==> src/rtl/apb_rr_arbiter.sv <==
// Round-robin arbiter sharing one APB bus among NUM_REQ command sources.
// Optional ACCESS-phase timeout enabled by defining APB_TIMEOUT_EN.
module apb_rr_arbiter #(
  parameter int ADDR_WIDTH     = 10,
  parameter int DATA_WIDTH     = 16,
  parameter int NUM_REQ        = 4,
  parameter int TIMEOUT_CYCLES = 16
) (
  input  logic                             PCLK,
  input  logic                             PRESET,
  input  logic [NUM_REQ-1:0]               req_valid,
  output logic [NUM_REQ-1:0]               req_ready,
  input  logic [NUM_REQ-1:0]               req_write,
  input  logic [NUM_REQ*ADDR_WIDTH-1:0]    req_addr,
  input  logic [NUM_REQ*DATA_WIDTH-1:0]    req_wdata,
  output logic [NUM_REQ-1:0]               rsp_valid,
  output logic [DATA_WIDTH-1:0]            rsp_rdata,
  output logic                             rsp_err,
  output logic [ADDR_WIDTH-1:0]            PADDR,
  output logic [1:0]                       PSEL,
  output logic                             PWRITE,
  output logic [DATA_WIDTH-1:0]            PWDATA,
  output logic                             PENABLE,
  input  logic                             PREADY,
  input  logic [DATA_WIDTH-1:0]            PRDATA
);

  localparam int GW = (NUM_REQ > 1) ? $clog2(NUM_REQ) : 1;

  if (NUM_REQ < 2 || NUM_REQ > 8 || TIMEOUT_CYCLES < 1) begin : g_bad_cfg
    $error("apb_rr_arbiter: unsupported parameters");
  end

  typedef enum logic [1:0] {IDLE, SETUP, ACCESS, RESP} state_t;

  state_t state, state_nxt;

  logic [GW-1:0]         last_grant;
  logic [GW-1:0]         grant;
  logic [GW-1:0]         pick;
  logic [GW-1:0]         cand;
  logic                  found;
  logic                  tmo;
  int                    idx;
  logic [ADDR_WIDTH-1:0] sel_addr;
  logic [DATA_WIDTH-1:0] sel_wdata;

  logic [1:0]            psel_d;
  logic                  penable_d;
  logic [ADDR_WIDTH-1:0] paddr_d;
  logic                  pwrite_d;
  logic [DATA_WIDTH-1:0] pwdata_d;
  logic [NUM_REQ-1:0]    rsp_valid_d;
  logic [DATA_WIDTH-1:0] rsp_rdata_d;

  // search requesters starting just after the last one served
  always_comb begin
    found = 1'b0;
    pick  = '0;
    cand  = '0;
    idx   = 0;
    for (int k = 1; k <= NUM_REQ; k++) begin
      idx = int'(last_grant) + k;
      if (idx >= NUM_REQ) idx = idx - NUM_REQ;
      cand = idx[GW-1:0];
      if (!found && req_valid[cand]) begin
        found = 1'b1;
        pick  = cand;
      end
    end
  end

  assign sel_addr  = req_addr[pick*ADDR_WIDTH +: ADDR_WIDTH];
  assign sel_wdata = req_wdata[pick*DATA_WIDTH +: DATA_WIDTH];

  // accept pulse to the winner while idle
  always_comb begin
    req_ready = '0;
    if (state == IDLE && found) req_ready[pick] = 1'b1;
  end

  // state register
  always_ff @(posedge PCLK) begin
    if (PRESET) state <= IDLE;
    else        state <= state_nxt;
  end

  // current grant and round-robin pointer
  always_ff @(posedge PCLK) begin
    if (PRESET) begin
      grant      <= '0;
      last_grant <= GW'(NUM_REQ - 1);
    end else begin
      if (state == IDLE && found) grant <= pick;
      if (state == RESP) last_grant <= grant;
    end
  end

`ifdef APB_TIMEOUT_EN
  localparam int CW = $clog2(TIMEOUT_CYCLES + 1);

  logic [CW-1:0] tcnt;
  logic          err_d;

  // count ACCESS cycles spent waiting on PREADY
  always_ff @(posedge PCLK) begin
    if (PRESET)                          tcnt <= '0;
    else if (state == SETUP)             tcnt <= '0;
    else if (state == ACCESS && !PREADY) tcnt <= tcnt + 1'b1;
  end

  assign tmo = (state == ACCESS) &&
               (tcnt == CW'(TIMEOUT_CYCLES - 1));
`else
  assign tmo = 1'b0;
`endif

  // next-state logic
  always_comb begin
    state_nxt = state;
    unique case (state)
      IDLE:    if (found) state_nxt = SETUP;
      SETUP:   state_nxt = ACCESS;
      ACCESS:  if (PREADY || tmo) state_nxt = RESP;
      RESP:    state_nxt = IDLE;
      default: state_nxt = IDLE;
    endcase
  end

  // next values of the registered bus and response outputs
  always_comb begin
    psel_d      = PSEL;
    penable_d   = PENABLE;
    paddr_d     = PADDR;
    pwrite_d    = PWRITE;
    pwdata_d    = PWDATA;
    rsp_valid_d = '0;
    rsp_rdata_d = rsp_rdata;
`ifdef APB_TIMEOUT_EN
    err_d       = 1'b0;
`endif
    unique case (state)
      IDLE: begin
        if (found) begin
          psel_d   = sel_addr[ADDR_WIDTH-1] ? 2'b10 : 2'b01;
          penable_d = 1'b0;
          paddr_d  = sel_addr;
          pwrite_d = req_write[pick];
          if (req_write[pick]) pwdata_d = sel_wdata;
        end
      end
      SETUP: penable_d = 1'b1;
      ACCESS: begin
        if (PREADY) begin
          psel_d             = 2'b00;
          penable_d          = 1'b0;
          rsp_valid_d[grant] = 1'b1;
          if (!PWRITE) rsp_rdata_d = PRDATA;
        end else if (tmo) begin
          psel_d             = 2'b00;
          penable_d          = 1'b0;
          rsp_valid_d[grant] = 1'b1;
          rsp_rdata_d        = '0;
`ifdef APB_TIMEOUT_EN
          err_d              = 1'b1;
`endif
        end
      end
      RESP: begin
        psel_d    = 2'b00;
        penable_d = 1'b0;
      end
      default: ;
    endcase
  end

  // output registers
  always_ff @(posedge PCLK) begin
    if (PRESET) begin
      PSEL      <= '0;
      PENABLE   <= 1'b0;
      PADDR     <= '0;
      PWRITE    <= 1'b0;
      PWDATA    <= '0;
      rsp_valid <= '0;
      rsp_rdata <= '0;
    end else begin
      PSEL      <= psel_d;
      PENABLE   <= penable_d;
      PADDR     <= paddr_d;
      PWRITE    <= pwrite_d;
      PWDATA    <= pwdata_d;
      rsp_valid <= rsp_valid_d;
      rsp_rdata <= rsp_rdata_d;
    end
  end

`ifdef APB_TIMEOUT_EN
  // error flag accompanies a timed-out response
  always_ff @(posedge PCLK) begin
    if (PRESET) rsp_err <= 1'b0;
    else        rsp_err <= err_d;
  end
`else
  assign rsp_err = 1'b0;
`endif

endmodule

==> config.mk <==
export PLATFORM = sky130hd
export DESIGN_NAME = apb_rr_arbiter
export DESIGN_NICKNAME = d
export VERILOG_FILES = /design/src/rtl/apb_rr_arbiter.sv
export SDC_FILE = /design/constraint.sdc
export NUM_CORES = 1
export LEC_CHECK = 0
export CAP_MARGIN = 10
export CORE_MARGIN = 5
export CORE_UTILIZATION = 34
export DETAILED_ROUTE_END_ITERATION = 16
export PLACE_DENSITY = 0.77
export SETUP_SLACK_MARGIN = 0.1
export SLEW_MARGIN = 20
export SYNTH_ARGS = -nofsm -noshare
export SYNTH_HDL_FRONTEND = slang
export SYNTH_SLANG_ARGS = --single-unit
==> constraint.sdc <==
create_clock -name PCLK -period 1.75 [get_ports PCLK]
set_input_delay 0.35 -clock PCLK [delete_from_list [all_inputs] [get_ports PCLK]]
set_output_delay 0.35 -clock PCLK [all_outputs]
set_load 0.01 [all_outputs]
### Word-level counts from Yosys, hierarchy flattened

Cells that the tools add are included.

| storage, ports and cells | value |
|---|---|
| bits in registers | 56 |
| input bits | 131 |
| logic and storage cells | 95 |

| cells by class | value |
|---|---|
| add/subtract/negate cells | 8 |
| shift operators | 2 |
| reduce and logical (&&, ||, !) cells | 17 |
| multiplexer cells | 37 |
| equal/unequal tests | 5 |
| bitwise gates (word level) | 3 |
| multiply operators | 1 |
| order comparisons | 12 |

Operator list:

| kind | count |
|---|---|
| $shiftx A64 B7 Y16 | 1 |
| $shiftx A40 B7 Y10 | 1 |
| $mux W2 | 13 |
| $lt A2 B3 Y1 const B | 6 |
| $mux W1 | 13 |
| $bmux W1 S2 | 5 |
| $ge A3 B3 Y1 const B | 3 |
| $reduce_and A3 Y1 | 3 |
| $pmux W2 S4 | 1 |
| $sub A2 B1 Y2 const B | 4 |
| $add A2 B2 Y3 const B | 2 |
| $logic_and A1 B1 Y1 | 6 |
| $pmux W2 S3 | 1 |
| $mul A2 B3 Y5 const B | 1 |
| $add A2 B3 Y4 const B | 1 |
| $demux W1 S2 | 2 |
| $eq A2 B2 Y1 const B | 2 |
| $ge A2 B1 Y1 const B | 2 |
| $ge A4 B3 Y1 const B | 1 |
| $mux W4 | 1 |
| $ne A2 B2 Y1 const B | 2 |
| $pmux W1 S4 | 1 |
| $reduce_and A2 Y1 | 2 |
| $add A2 B1 Y3 const B | 1 |
| other kinds (6) | 10 |

### Logic depth before layout (Yosys ltp)

Gate-level depths: netlist of the first run.

| depth | value |
|---|---|
| depth in word-level cells | 20 |
| mapped depth | 9 |
| gate-level depth less buffers | 7 |

### Worst setup path after synthesis of the first run

Ideal clock, no wire load.

| timing path | value |
|---|---|
| path type | in2reg |
| start | in req_valid[1] |
| end | reg PWDATA[10] |
| setup time | 139 ps |
| buffers on the path | 2 |
| stages on the path | 8 |
| data required time | 1611 ps |
| arrival time | 1739 ps |
| setup slack | -128 ps |
| cell sequence | nor4_2 > nand2b_1 > buf_4 > nor3b_2 > mux2_4 > buf_6 > o221ai_2 > a21oi_2 |

| between the ends | value |
|---|---|
| cells in the longest elaborated chain, start to end | 15 |
| elaborated cells between the ends (all ways) | 26 |

RTL lines:

| item | line | source |
|---|---|---|
| start: declaration | 11 | `input logic [NUM_REQ-1:0] req_valid,` |
| branches (longest 15 deep; another with $bmux W1 S2) | -- |  |
| end signal: assignment | 192 | `PWDATA <= pwdata_d;` |
| end: declaration | 22 | `output logic [DATA_WIDTH-1:0] PWDATA,` |

Several ways; the timed one is not identified. The select of a mux whose other input is x is not followed.
A chain may end at the register's enable or synchronous reset.

### Worst setup path after layout of the first run

| timing path | value |
|---|---|
| start | reg last_grant[1] |
| end | out req_ready[0] |

| between the ends | value |
|---|---|
| cells in the longest elaborated chain, start to end | 20 |
| elaborated cells between the ends (all ways) | 45 |

RTL lines:

| item | line | source |
|---|---|---|
| start: declaration | 38 | `logic [GW-1:0] last_grant;` |
| start signal: assignment | 92 | `last_grant <= GW'(NUM_REQ - 1);` |
| start signal: assignment | 95 | `if (state == RESP) last_grant <= grant;` |
| $add A2 B1 Y3 | 63 | `idx = int'(last_grant) + k;` |
| $ge A3 B3 Y1 or $sub A2 B1 Y2 (tied branches) | 64 | `if (idx >= NUM_REQ) idx = idx - NUM_REQ;` |
| $mux W2 | 64 |  |
| $bmux W1 S2 | 66 | `if (!found && req_valid[cand]) begin` |
| $mux W1 (implied by the code) | 66 |  |
| $mux W1 | 66 |  |
| $logic_not A1 Y1 | 66 |  |
| $logic_and A1 B1 Y1 | 66 |  |
| [... 4 more ...] | -- |  |
| $logic_not A1 Y1 | 66 |  |
| $logic_and A1 B1 Y1 | 66 |  |
| $mux W2 | 66 |  |
| $lt A2 B3 Y1 (implied by the code) or $ge A2 B1 Y1 (tied branches) | 79 | `if (state == IDLE && found) req_ready[pick] = 1'b1;` |
| $logic_and A1 B1 Y1 (implied by the code) | 79 |  |
| $mux W1 (implied by the code) | 79 |  |
| $demux W1 S2 | 79 |  |
| $mux W4 * | 79 |  |
| end: declaration | 12 | `output logic [NUM_REQ-1:0] req_ready,` |

Mark *: on every way between the ends. The rest lies on a longest branch, timed or not. The select of a mux whose other input is x is not followed.

==> flow_metrics.py, run 1 <==
metrics = {
    "timing": {
        "max_freq_mhz": 507,
        "layout_setup_ws_ns": -0.222,
        "drv_slew": 0,
        "worst_clock_skew_ns": 0.00454,
        "finalCriticalPeriod_ns": 1.97,
        "finalCritPeriodShare_pct": 113,
        "rsz0062_at_grt": "yes",
        "hold_viol_final": 0,
        "timing.setup.tns_ns": -5.35,
        "finalSetupViolations": 33,
    },
    "synth": {
        "yosysUniqueCellTypes": 42,
        "yosysSeqAreaShare_pct": 35.7,
        "ys_seq_elements": 56,
        "syn_area_per_cell_um2": 9.19,
        "netlist_instances": 342,
        "syn_nets": 478,
        "ys_warn_count": 0,
        "ys.flop_type": "dfxtp_1",
        "syn_area_mm2": 0.00314,
        "async_flop_share_pct": 0,
        "synth_edf_count": 0,
    },
    "route": {
        "vias": 3516,
        "viasPerCell": 5.17,
        "wl_mm": 12.2,
        "drc_errors": 0,
        "routedWlPerCell_um": 18.0,
        "ant_nets": 0,
        "drtPass1Iterations": 4,
        "drt-initial-drc-count": 104,
    },
    "die": {
        "ios": 186,
        "num_rows": 35,
        "core_region_area_mm2": 0.00911,
        "die_h_um": 106,
        "dieArea_mm2": 0.0113,
        "start_util_pct": 34.5,
        "die_w_um": 106,
    },
    "clock_network": {
        "clock_latency_ns": 0.30,
        "cts_sinks": 56,
        "cts_max_level": 2,
        "clk_pin_slew_ns": 0.10,
        "clock_tree.buffer_depth": 2,
        "cts_buffers": 5,
        "cts-root-buf": "clkbuf_8",
        "cts_tree": "done",
        "postCtsHoldBufs": 0,
    },
    "flow_run": {
        "cap_violations": 0,
    },
    "finish": {
        "final_cell_mix": "174 x clkdlybuf4s50_1, 56 x nand2_1, 52 x dfxtp_1",
        "insertedDiodeCount": 0,
        "layout_commonest_cell": "clkdlybuf4s50_1",
        "syn_to_final_growth_pct": 92.3,
        "layout-drive-gt1-share_pct": 30.6,
        "finalNonFillerCells": 680,
        "fin_nets": 704,
        "final_util_pct": 66.4,
        "nFillCells": 748,
    },
    "placement": {
        "port_buffers": 184,
        "placed_cells": 648,
        "hpwl_mm": 8.87,
        "place.gp.congestion": 0.815,
    },
    "worst_setup_path": {
        "worst_ep_required_time_ns": 1.40,
        "critPathLaunchType": "register",
        "crit_path_end_kind": "primary output",
        "critical_path_class": "register to primary output",
        "arrival_ns": 1.62,
        "cp_max_fo": 7,
        "ff2ff_setup_slack_ns": -0.22,
    },
    "outcome": {
        "violations": "setup timing",
        "outcome": "finished with violations",
    },
    "power_and_ir_drop": {
        "p_leak_uw": 0.00221,
        "powerDensity_mw_per_mm2": 1090,
        "ir_worst_vdd_v": 0.000544,
        "power.total_uw": 6590,
    },
    "grt": {
        "grt_remaining_overflow": 0,
        "grt_pass1_wl_mm": 18.5,
        "grt_antenna_before_repair": 0,
        "grt_usage_pct": 20.3,
        "grt_pass1_vias": 3671,
        "grt_max_degree": 34,
    },
    "hold_path": {
        "holdCritPathClass": "input pin to register",
    },
}
==> cell usage after synthesis, types with 2 or more instances <==
cell type  number  area share, %
buf_4           5            1.2
dfxtp_1        56             36
inv_1           3           0.36
nor3_1          3           0.48
a21oi_1        38            6.0
nor3b_2         2           0.80
nand3_1        19            3.0
mux2i_1        23            7.3
mux2_2         17            6.1
clkbuf_1       12            1.4
nand2b_1        4           0.80
a22oi_1        16            3.8
o221ai_2       10            4.8
ha_1            5            2.0
o221ai_1        6            1.7
mux2i_4         2            1.4
nor2_1          9            1.1
buf_2           3           0.48
nand2_1        59            7.0
buf_6           5            1.8
nor2b_1         5           0.99
a211o_1         2           0.56
mux2_1          8            2.9
nor4b_1         2           0.56
a21oi_2        10            2.8
o21ai_1         2           0.32
==> kinds of logic (layout without fill, tap and decap cells) <==
family                     count (synthesis)  in the layout  share of synthesized area (%)
and+or+nand+nor                          110            111                           16.6
AOI/OAI and AO/OA                         91             91                           22.2
DFF                                       56             56                           35.7
muxes                                     51             52                           18.2
buffers and inverters                     28            253                           5.25
adders and majority gates                  5              5                           1.99
other                                      1              1                          0.119
==> per-stage QoR <==
stage          hold slack [ns]  setup WS [ns]  instance area, um2
4_1_cts                  0.384         -0.218                5860
3_5_place_dp             0.446         -0.918                5320
6_report                 0.401         -0.222                6050
2_1_floorplan            0.469        -0.0749                3220
3_3_place_gp             0.434         -0.812                5320
5_1_grt                  0.403         -0.320                6050
==> final timing paths <==
check                                                 from                         to  depth (start not counted)
worst max register to register  last_grant[0]$_SDFFE_PP1P_     PWDATA[1]$_SDFFE_PP0P_                          8
worst min-delay path                                PRESET      grant[0]$_SDFFE_PP0P_                          2
worst max-delay path            last_grant[1]$_SDFFE_PP1P_               req_ready[0]                          6
worst min register to register   rsp_rdata[1]$_SDFFE_PP0P_  rsp_rdata[1]$_SDFFE_PP0P_                          2
==> sequential cells by signal, indices dropped and copies added (netlist names) <==
| name | cells |
|---|---|
| PWDATA | 16 |
| rsp_valid | 4 |
| PADDR | 10 |
| PENABLE | 1 |
| grant | 2 |
| PWRITE | 1 |
| PSEL | 2 |
| rsp_rdata | 16 |
| last_grant | 2 |
| state | 2 |
==> per-layer routing <==
metal	vias up	routed length [um]	track usage (%)
li1	1700	-	-
met2	151	6440	38.4
met1	1650	4420	21.3
met4	0	199	5.64
met5	-	0	0
met3	15	1160	6.62
==> worst max-delay path: stages (launching register included) <==
cell and delay, ns:
dfxtp_4 0.40, mux2i_1 0.18, o22a_1 0.16, buf_4 0.12, o21ai_4 0.06, nor3_4 0.22, buf_2 0.17
==> repair_timing <==
action	4_1_cts	5_1_grt
setup buffers	15	4
pin swaps	20	8
gates cloned	3	2
resized for setup	83	31
endpoints found under the setup margin	37	54
==> layout make-up <==
class,instances,area [um2],share of cell area (%)
repair buffers,242,2450,40.6
multi-input cells,260,2220,36.7
flip-flops and latches,56,1130,18.7
well taps,111,139,2.30
clock buffers,7,86.3,1.43
inverters,3,11.3,0.186
clock inverters,1,7.51,0.124
==> report_power, final <==
| group | internal, uW | total (uW) | switching [uW] | leakage (uW) |
|---|---|---|---|---|
| registers | 1580 | 1780 | 200 | 0.000458 |
| logic | 2240 | 4070 | 1830 | 0.00171 |
| clock network | 323 | 741 | 418 | 0.0000445 |
(Power assumes the default switching activity.)
==> run 2, diff against run 1 <==
--- a/config.mk
+++ b/config.mk
@@ -9,6 +9,7 @@
 export CORE_MARGIN = 5
 export CORE_UTILIZATION = 34
 export DETAILED_ROUTE_END_ITERATION = 16
+export GPL_ROUTABILITY_DRIVEN = 0
 export PLACE_DENSITY = 0.77
 export SETUP_SLACK_MARGIN = 0.1
 export SLEW_MARGIN = 20
==> results of run 2 <==
Final layout, timing and power as in run 1 (identical DEF).
==> variant, RTL diff (flow settings as in run 2) <==
Take the reset off `rsp_rdata` and load it in a clocked block of its own.
--- a/src/rtl/apb_rr_arbiter.sv
+++ b/src/rtl/apb_rr_arbiter.sv
@@ -184,5 +184,4 @@
       PWDATA    <= '0;
       rsp_valid <= '0;
-      rsp_rdata <= '0;
     end else begin
       PSEL      <= psel_d;
@@ -192,6 +191,9 @@
       PWDATA    <= pwdata_d;
       rsp_valid <= rsp_valid_d;
-      rsp_rdata <= rsp_rdata_d;
     end
+  end
+
+  always_ff @(posedge PCLK) begin
+    rsp_rdata <= rsp_rdata_d;
   end
 
Behaviour: differs if PRESET is asserted again (counterexample within 4 cycles, from zero or initial values and one cycle with PRESET high); with PRESET held inactive, the same outputs for 4 cycles.
==> variant against run 2 <==
The flow still finishes with violations (negative setup slack). Routed wire length rose by 1.4%. Design area down 1.6%. Total power shrank 7.1%. Clock power rose by 3%. Global-route usage fell by 0.72 points. Worst setup slack worse by 77 ps. Sequential power rose by 3%. Synthesized area is 2.5% higher. Via count decreased by 1.8%. Sequential cell count is the same. Largest cell class unchanged.
==> variant: results (changes against run 2) <==
- Crit path max-delay family: multiplexers
- Cell variety after synth: 43 (+2.4%)
- Maximum vdd drop: 691.6 µV (+27%)
- Pre-CTS setup slack: -817.5 ps (+100.1 ps)
- Synth cell count leaders: 40 x dfxtp_1, 32 x o211ai_1, 22 x inv_1, 22 x mux2i_1, 21 x a21oi_1
- Reg2reg start: last_grant[1]
- Share of layout cells above drive strength 1: 0.2356 (-0.07018)
- Non-clk invs: 22 (+19)
- CP Class: reg2reg
- Fin Setup TNS: -7707 ps (-2356 ps)
- Status: complete, but fails checks
- Final core occ: 0.6441 (-0.01959)
- Power Clock: 0.761 mW (+3%)
- Final setup viols: 33 (unchanged)
- Hold crit path type: reg2reg
- Comb_multi_in: 217 (-17%)
- Fraction of the mapped netlist area in compound gates: 0.2041 (-0.01753)
- Pin count of the biggest net entering global routing: 33 (-2.9%)
- Static Leak: 2.350 nW (+6.4%)
- Failing checks: negative setup slack
- Area of the multi-input gates: 1961 µm² (-12%)
- Multiplexer area fraction after synthesis: 0.1797 (-0.002188)
- Nets: 674 (-4.3%)
- Fillers: 734 (-1.9%)
- Worst setup margin: -298.7 ps (-77.22 ps)
[variant: cell count changes after synthesis, moves of 11 or more]
cell / run 2 / this run
nand2_1: 59 / 6
o211ai_1: 0 / 32
inv_1: 3 / 22
a21oi_1: 38 / 21
dfxtp_1: 56 / 40
edfxtp_1: 0 / 16
a22oi_1: 16 / 1
mux2_1: 8 / 19
[variant: repair_timing]
action	4_1_cts	5_1_grt
endpoints found under the setup margin	37	37
buffers inserted	5	7
gates resized for setup	41	22
pin swaps	6	4
cloned	0	4
[variant: final timing paths]
check             slack, ps         to  depth (start not counted)
setup / recovery       -300    PSEL[0]                          9
hold reg to reg         470  PWDATA[2]                          2
setup reg to reg       -300    PSEL[0]                          9
hold / removal          470  PWDATA[2]                          2
[variant: routing by layer]
layer | track usage | up-vias | wire (µm)
met5 | 0 | - | 0
met4 | 0.07033 | 0 | 336
met3 | 0.03659 | 24 | 753
met2 | 0.3735 | 121 | 6686
met1 | 0.2138 | 1662 | 4620
li1 | - | 1645 | -
